<file path="config.mk">
export PLATFORM = sky130hd
export DESIGN_NAME = alu_rs
export DESIGN_NICKNAME = d
export VERILOG_FILES = /design/src/rtl/alu_rs.sv
export SDC_FILE = /design/constraint.sdc
export NUM_CORES = 2
export LEC_CHECK = 0
export CAP_MARGIN = 20
export CORE_ASPECT_RATIO = 1.25
export CORE_MARGIN = 2
export CORE_UTILIZATION = 35
export DETAILED_ROUTE_END_ITERATION = 10
export PLACE_DENSITY = 0.55
export SLEW_MARGIN = 5
export SYNTH_ARGS = -nofsm -noshare
export SYNTH_HDL_FRONTEND = slang
export SYNTH_SLANG_ARGS = --single-unit
</file>
<file path="constraint.sdc">
create_clock -name clk -period 7.5 [get_ports clk]
set_clock_uncertainty 0.15 [all_clocks]
set_input_delay 1.125 -clock clk [delete_from_list [all_inputs] [get_ports clk]]
set_output_delay 1.125 -clock clk [all_outputs]
set_load 0.05 [all_outputs]
</file>
<file path="src/rtl/alu_rs.sv">
// alu_rs: reservation station in front of the integer ALU.
// Holds dispatched ALU/branch ops until both source operands are known,
// wakes waiting operands by snooping the ALU and LSB result buses, and
// issues at most one ready op per cycle (lowest index first).
//
// Optional build macro: ALU_RS_WAKEUP_ISSUE_EN
//   defined   - select also sees operands matched on the CDB this cycle and
//               forwards the bus data straight into the issue payload.
//   undefined - select uses registered ready bits only.
//
// Ports:
//   clk, rst (sync, active-high), rdy (global enable), has_misbranch (flush)
//   has_to_rs + in_* : dispatch request and decoded instruction
//   rs_full          : occupancy >= RS_SIZE-1 (combinational)
//   alu_cdb_*/lsb_cdb_* : result broadcasts (valid, tag, data)
//   has_to_alu + op/imm/pc/shamt/rd_robnum/rs1_oprand/rs2_oprand : registered issue
module alu_rs #(
  parameter int unsigned RS_SIZE = 8,
  parameter int unsigned ROB_W   = 4
) (
  input  logic             clk,
  input  logic             rst,
  input  logic             rdy,
  input  logic             has_misbranch,
  input  logic             has_to_rs,
  input  logic [5:0]       in_op,
  input  logic [31:0]      in_imm,
  input  logic [31:0]      in_pc,
  input  logic [4:0]       in_shamt,
  input  logic [ROB_W-1:0] in_rd_robnum,
  input  logic             in_rs1_ready,
  input  logic             in_rs2_ready,
  input  logic [31:0]      in_rs1_val,
  input  logic [31:0]      in_rs2_val,
  input  logic [ROB_W-1:0] in_rs1_tag,
  input  logic [ROB_W-1:0] in_rs2_tag,
  output logic             rs_full,
  input  logic             alu_cdb_valid,
  input  logic [ROB_W-1:0] alu_cdb_tag,
  input  logic [31:0]      alu_cdb_data,
  input  logic             lsb_cdb_valid,
  input  logic [ROB_W-1:0] lsb_cdb_tag,
  input  logic [31:0]      lsb_cdb_data,
  output logic             has_to_alu,
  output logic [5:0]       op,
  output logic [31:0]      imm,
  output logic [31:0]      pc,
  output logic [4:0]       shamt,
  output logic [ROB_W-1:0] rd_robnum,
  output logic [31:0]      rs1_oprand,
  output logic [31:0]      rs2_oprand
);

  localparam int unsigned IDX_W = $clog2(RS_SIZE);
  localparam int unsigned CNT_W = $clog2(RS_SIZE + 1);

  typedef struct packed {
    logic [5:0]       op;
    logic [31:0]      imm;
    logic [31:0]      pc;
    logic [4:0]       shamt;
    logic [ROB_W-1:0] rd;
    logic             rs1_ready;
    logic [31:0]      rs1_val;
    logic [ROB_W-1:0] rs1_tag;
    logic             rs2_ready;
    logic [31:0]      rs2_val;
    logic [ROB_W-1:0] rs2_tag;
  } entry_t;

  entry_t             ent [RS_SIZE];
  logic [RS_SIZE-1:0] busy;

  logic [RS_SIZE-1:0] wake1, wake2, can_issue;
  logic [31:0]        wval1 [RS_SIZE];
  logic [31:0]        wval2 [RS_SIZE];
  logic               sel_valid, free_valid;
  logic [IDX_W-1:0]   sel_idx, free_idx;
  logic [CNT_W-1:0]   occ;
  logic [RS_SIZE-1:0] busy_nxt;
  logic               do_disp;
  entry_t             disp_ent;
  logic [31:0]        iss_rs1, iss_rs2;
  logic               in1_alu, in1_lsb, in2_alu, in2_lsb;

  // Per-entry CDB snoop; ALU bus wins when both carry the same tag.
  always_comb begin
    wake1 = '0;
    wake2 = '0;
    for (int i = 0; i < int'(RS_SIZE); i++) begin
      logic a1, l1, a2, l2;
      a1 = alu_cdb_valid && (alu_cdb_tag == ent[i].rs1_tag);
      l1 = lsb_cdb_valid && (lsb_cdb_tag == ent[i].rs1_tag);
      a2 = alu_cdb_valid && (alu_cdb_tag == ent[i].rs2_tag);
      l2 = lsb_cdb_valid && (lsb_cdb_tag == ent[i].rs2_tag);
      wake1[i] = busy[i] && !ent[i].rs1_ready && (a1 || l1);
      wake2[i] = busy[i] && !ent[i].rs2_ready && (a2 || l2);
      wval1[i] = a1 ? alu_cdb_data : lsb_cdb_data;
      wval2[i] = a2 ? alu_cdb_data : lsb_cdb_data;
    end
  end

  // Issue candidates; entries dispatched this cycle are not yet busy.
  always_comb begin
    can_issue = '0;
    for (int i = 0; i < int'(RS_SIZE); i++) begin
`ifdef ALU_RS_WAKEUP_ISSUE_EN
      can_issue[i] = busy[i] && (ent[i].rs1_ready || wake1[i])
                             && (ent[i].rs2_ready || wake2[i]);
`else
      can_issue[i] = busy[i] && ent[i].rs1_ready && ent[i].rs2_ready;
`endif
    end
  end

  // Lowest-index pickers for issue and allocation, plus occupancy count.
  always_comb begin
    sel_valid  = 1'b0;
    sel_idx    = '0;
    free_valid = 1'b0;
    free_idx   = '0;
    occ        = '0;
    for (int i = int'(RS_SIZE) - 1; i >= 0; i--) begin
      if (can_issue[i]) begin
        sel_valid = 1'b1;
        sel_idx   = IDX_W'(i);
      end
      if (!busy[i]) begin
        free_valid = 1'b1;
        free_idx   = IDX_W'(i);
      end
      occ = occ + CNT_W'(busy[i]);
    end
  end

  assign rs_full = (occ >= CNT_W'(RS_SIZE - 1));

  // Issue operands, optionally forwarded from this cycle's CDB.
  always_comb begin
`ifdef ALU_RS_WAKEUP_ISSUE_EN
    iss_rs1 = ent[sel_idx].rs1_ready ? ent[sel_idx].rs1_val : wval1[sel_idx];
    iss_rs2 = ent[sel_idx].rs2_ready ? ent[sel_idx].rs2_val : wval2[sel_idx];
`else
    iss_rs1 = ent[sel_idx].rs1_val;
    iss_rs2 = ent[sel_idx].rs2_val;
`endif
  end

  // Incoming entry, with operands snooped from the CDB in the dispatch cycle.
  always_comb begin
    in1_alu = alu_cdb_valid && (alu_cdb_tag == in_rs1_tag);
    in1_lsb = lsb_cdb_valid && (lsb_cdb_tag == in_rs1_tag);
    in2_alu = alu_cdb_valid && (alu_cdb_tag == in_rs2_tag);
    in2_lsb = lsb_cdb_valid && (lsb_cdb_tag == in_rs2_tag);
    disp_ent.op        = in_op;
    disp_ent.imm       = in_imm;
    disp_ent.pc        = in_pc;
    disp_ent.shamt     = in_shamt;
    disp_ent.rd        = in_rd_robnum;
    disp_ent.rs1_tag   = in_rs1_tag;
    disp_ent.rs2_tag   = in_rs2_tag;
    disp_ent.rs1_ready = in_rs1_ready || in1_alu || in1_lsb;
    disp_ent.rs2_ready = in_rs2_ready || in2_alu || in2_lsb;
    disp_ent.rs1_val   = in_rs1_ready ? in_rs1_val : (in1_alu ? alu_cdb_data : lsb_cdb_data);
    disp_ent.rs2_val   = in_rs2_ready ? in_rs2_val : (in2_alu ? alu_cdb_data : lsb_cdb_data);
  end

  // Next busy vector; a full-station dispatch is dropped.
  always_comb begin
    do_disp  = has_to_rs && free_valid;
    busy_nxt = busy;
    if (sel_valid) busy_nxt[sel_idx] = 1'b0;
    if (do_disp)   busy_nxt[free_idx] = 1'b1;
  end

  // State and registered issue outputs.
  always_ff @(posedge clk) begin
    if (rst) begin
      busy       <= '0;
      has_to_alu <= 1'b0;
      op         <= '0;
      imm        <= '0;
      pc         <= '0;
      shamt      <= '0;
      rd_robnum  <= '0;
      rs1_oprand <= '0;
      rs2_oprand <= '0;
    end else if (rdy) begin
      if (has_misbranch) begin
        busy       <= '0;
        has_to_alu <= 1'b0;
      end else begin
        for (int i = 0; i < int'(RS_SIZE); i++) begin
          if (wake1[i]) begin
            ent[i].rs1_ready <= 1'b1;
            ent[i].rs1_val   <= wval1[i];
          end
          if (wake2[i]) begin
            ent[i].rs2_ready <= 1'b1;
            ent[i].rs2_val   <= wval2[i];
          end
        end
        if (do_disp) ent[free_idx] <= disp_ent;
        busy       <= busy_nxt;
        has_to_alu <= sel_valid;
        if (sel_valid) begin
          op         <= ent[sel_idx].op;
          imm        <= ent[sel_idx].imm;
          pc         <= ent[sel_idx].pc;
          shamt      <= ent[sel_idx].shamt;
          rd_robnum  <= ent[sel_idx].rd;
          rs1_oprand <= iss_rs1;
          rs2_oprand <= iss_rs2;
        end
      end
    end
  end

endmodule

</file>
==> results.sh <==
export IMPL_crit_buf_inv=3
export IMPL_dp_worst_setup_slack_ps=2140
export IMPL_drt_initial_drc_count=4723
export IMPL_multi_input_area_um2=24100
export IMPL_antenna_found_initial=29
export IMPL_post_route_drc_count=0
export IMPL_final_cell_mix="edfxtp_1 (1223), nand3_1 (772), nand2_1 (594)"
export IMPL_slew_headroom=0.170
export IMPL_synthToLayoutAreaGrowth_pct=16.3
export IMPL_cts_inserted_buffers=148
export IMPL_cts_repair_resized=0
export IMPL_syn_avg_cell_area_um2=11.6
export IMPL_placed_cell_area_um2=72400
export IMPL_wl_per_cell_um=28.0
export IMPL_path_clk_slew_ps=60
export IMPL_ff2ff_path_depth=8
export IMPL_critPathMaxStageDelay_ps=850
export IMPL_slew_violations=0
export IMPL_power_density_nw_per_um2=215
export IMPL_wl_um=237000
export IMPL_rsz0062_at_grt="false"
export IMPL_r2r_end="ent[4][1]"
export IMPL_stdcell_count=8462
export IMPL_crit_path_end_kind="output port"
export IMPL_cts_htree_levels=4
export IMPL_fill_cells=17700
export IMPL_layout_drive_gt1_share=0.0814
export IMPL_die_area_um2=193000
export IMPL_regArea_um2=39800
export IMPL_grt_pass1_wl_um=343000
export IMPL_rows=178
export IMPL_place_gp_congestion=0.835
export IMPL_coreArea_um2=188000
export IMPL_power_leakage_nw=23.3
export IMPL_ant_nets=0
export IMPL_ir_drop_mv=0.234
export IMPL_synth_cell_types=56
export IMPL_vias_per_cell=5.84
export IMPL_grt_max_degree=160
export IMPL_critical_path_class="register to output port"
export IMPL_hold_buffers=0
export IMPL_synthesis_area_um2=66300
export IMPL_cp_max_fo=12
export IMPL_gr_total_overflow=0
export IMPL_synth_warning_count=0
export IMPL_synthCells=5739
export IMPL_outcome="completed"
export IMPL_setup_tns_ps=0
export IMPL_crit_top_cell="fa_1"
export IMPL_die_h_um=491
export IMPL_insertion_delay_ps=810
export IMPL_final_hold_violation_count=0
export IMPL_setup_viol=0
export IMPL_cp_slowest_cell="clkdlybuf4s50_1"
export IMPL_initial_core_util=0.352
export IMPL_r2r_start="busy[5]"
export IMPL_ys_async_sr_fraction=0
export IMPL_via_count=49400
export IMPL_power_mw=16.6
export IMPL_worstPathArrival_ps=4860
export IMPL_nNetsFinal=6050
export IMPL_cts_sinks=1376
export IMPL_hp_class="register to register"
export IMPL_drt_first_pass_iters=5
export IMPL_hold_depth=1
export IMPL_ys_flop_type="edfxtp_1"
export IMPL_max_freq_mhz=163
export IMPL_finalCriticalPeriod_ps=6130
export IMPL_post_place_cells=8181
export IMPL_seq_area_frac_synth=0.600
export IMPL_period_share=0.818
export IMPL_cp_cell_sequence="fa_1, inv_1, fa_1, fa_1, inv_1, ha_1, fa_1, xor2_1, a32o_1, clkdlybuf4s50_1"
export IMPL_grt_use_total=0.238
export IMPL_fin_ws_ps=1370
export IMPL_min_from="rs2_oprand[18]"
export IMPL_final_common_cell="edfxtp_1"
export IMPL_critical_path_top_delay_family="adder cells"
export IMPL_cp_data_required_time_ps=6220
export IMPL_cts_tree="built"
export IMPL_postCtsSetupRepairBufs=0
export IMPL_syn_nets=5978
export IMPL_final_cell_area_um2=77100
export IMPL_start_kind="register"
export IMPL_place_hpwl_um=126000
export IMPL_io_pins=377
export IMPL_path_depth=10
export IMPL_ff2ff_setup_slack_ps=3080
export IMPL_die_w_um=393
export IMPL_synth_edf_count=1223
export IMPL_portBuffers=376
export IMPL_root_buffer="clkbuf_16"
export IMPL_max_cap_viol_count=0
export IMPL_cts_buffer_depth=3
export IMPL_grt_pass1_vias=49300
export IMPL_hold_end="rs2_oprand[18]"
export IMPL_ys_ff_latch=1376
export IMPL_tightest_slew_ps=1250
## synth_stat cells (all sizes together), types with 2 or more instances
| cell type | n | area (µm²) |
|---|---|---|
| o211ai | 4 | 30.0 |
| a21oi | 137 | 686 |
| xor2 | 101 | 885 |
| fa | 4 | 80.1 |
| buf | 217 | 1130 |
| nand4 | 3 | 18.8 |
| clkbuf | 400 | 1510 |
| o21ai | 461 | 2310 |
| or2 | 4 | 25.0 |
| o41ai | 2 | 17.5 |
| nor2 | 204 | 776 |
| nor3 | 21 | 116 |
| ha | 3 | 37.5 |
| a21o | 285 | 2140 |
| nand3 | 772 | 3860 |
| mux2i | 513 | 5130 |
| and2 | 6 | 37.5 |
| nand2 | 597 | 2240 |
| a32o | 143 | 1430 |
| dfxtp | 153 | 3060 |
| a31oi | 82 | 851 |
| xnor2 | 41 | 359 |
| nor2b | 2 | 12.5 |
| a22oi | 285 | 2140 |
| a211oi | 3 | 22.5 |
| inv | 23 | 86.3 |
| nand2b | 2 | 12.5 |
| and3 | 6 | 37.5 |
| edfxtp | 1223 | 36700 |
| nor4 | 17 | 332 |
| a311oi | 2 | 30.0 |
| o31ai | 13 | 97.6 |
## flip-flops by register name (all words and copies together) (netlist names)
| signal | count |
|---|---|
| has_to_alu | 1 |
| shamt | 5 |
| imm | 32 |
| busy | 8 |
| op | 6 |
| rd_robnum | 4 |
| pc | 32 |
| rs1_oprand | 32 |
| rs2_oprand | 32 |
| ent | 1224 |
## where the power goes
group / internal, mW / switching (mW)
clock: 4.04 / 3.20
sequential: 8.37 / 0.00851
combinational: 0.342 / 0.639
total: 12.7 / 3.85
## through the flow
stage	hold WS [ps]	util
floorplan	341	-
global placement	300	0.385
detailed placement	305	0.385
CTS	320	0.410
global route	328	0.410
finish	316	0.410
## kinds of logic (layout without fill, tap and decap cells)
logic type      after synthesis  count (layout)  synth area share
compound gates             1423            1423             0.148
fa+ha+maj                     7               7           0.00177
flops                      1376            1376             0.600
simple gates               1638            1638             0.113
other cells                   0               5                 0
mux                         513             513            0.0774
xor+xnor                    142             142            0.0188
buf+inv                     640             838            0.0410
## final cells by class
type | instances | share of cell area
inverter | 23 | 0.00172
multi-input combinational | 3723 | 0.313
clock inverter | 68 | 0.00848
tap | 2520 | 0.0409
clock buffer | 208 | 0.0524
sequential | 1376 | 0.516
antenna | 5 | 0.000162
timing repair buffer | 539 | 0.0678
## worst max-delay path by stage
stage                   startpoint          to
floorplan           alu_cdb_tag[1]  ent[4][10]
global placement           busy[0]     rs_full
detailed placement         busy[0]     rs_full
CTS                        busy[0]     rs_full
global route               busy[0]     rs_full
finish                     busy[0]     rs_full
## worst register-to-register path, stage by stage, from the launching register on
cell      delay [ps]
dfxtp_1          490
inv_1            130
o21ai_0          200
a21boi_1         170
o21ai_4          150
buf_4            800
nand2_1          510
inv_6            850
buf_4            590
## per-layer routing
layer / GRT usage / wire length, µm / vias up
met5: 0 / 180 / -
met2: 0.398 / 114000 / 2187
met4: 0.0832 / 7660 / 30
li1: - / - / 21700
met3: 0.0455 / 18200 / 494
met1: 0.308 / 96900 / 25000
(Power assumes the default switching activity.)
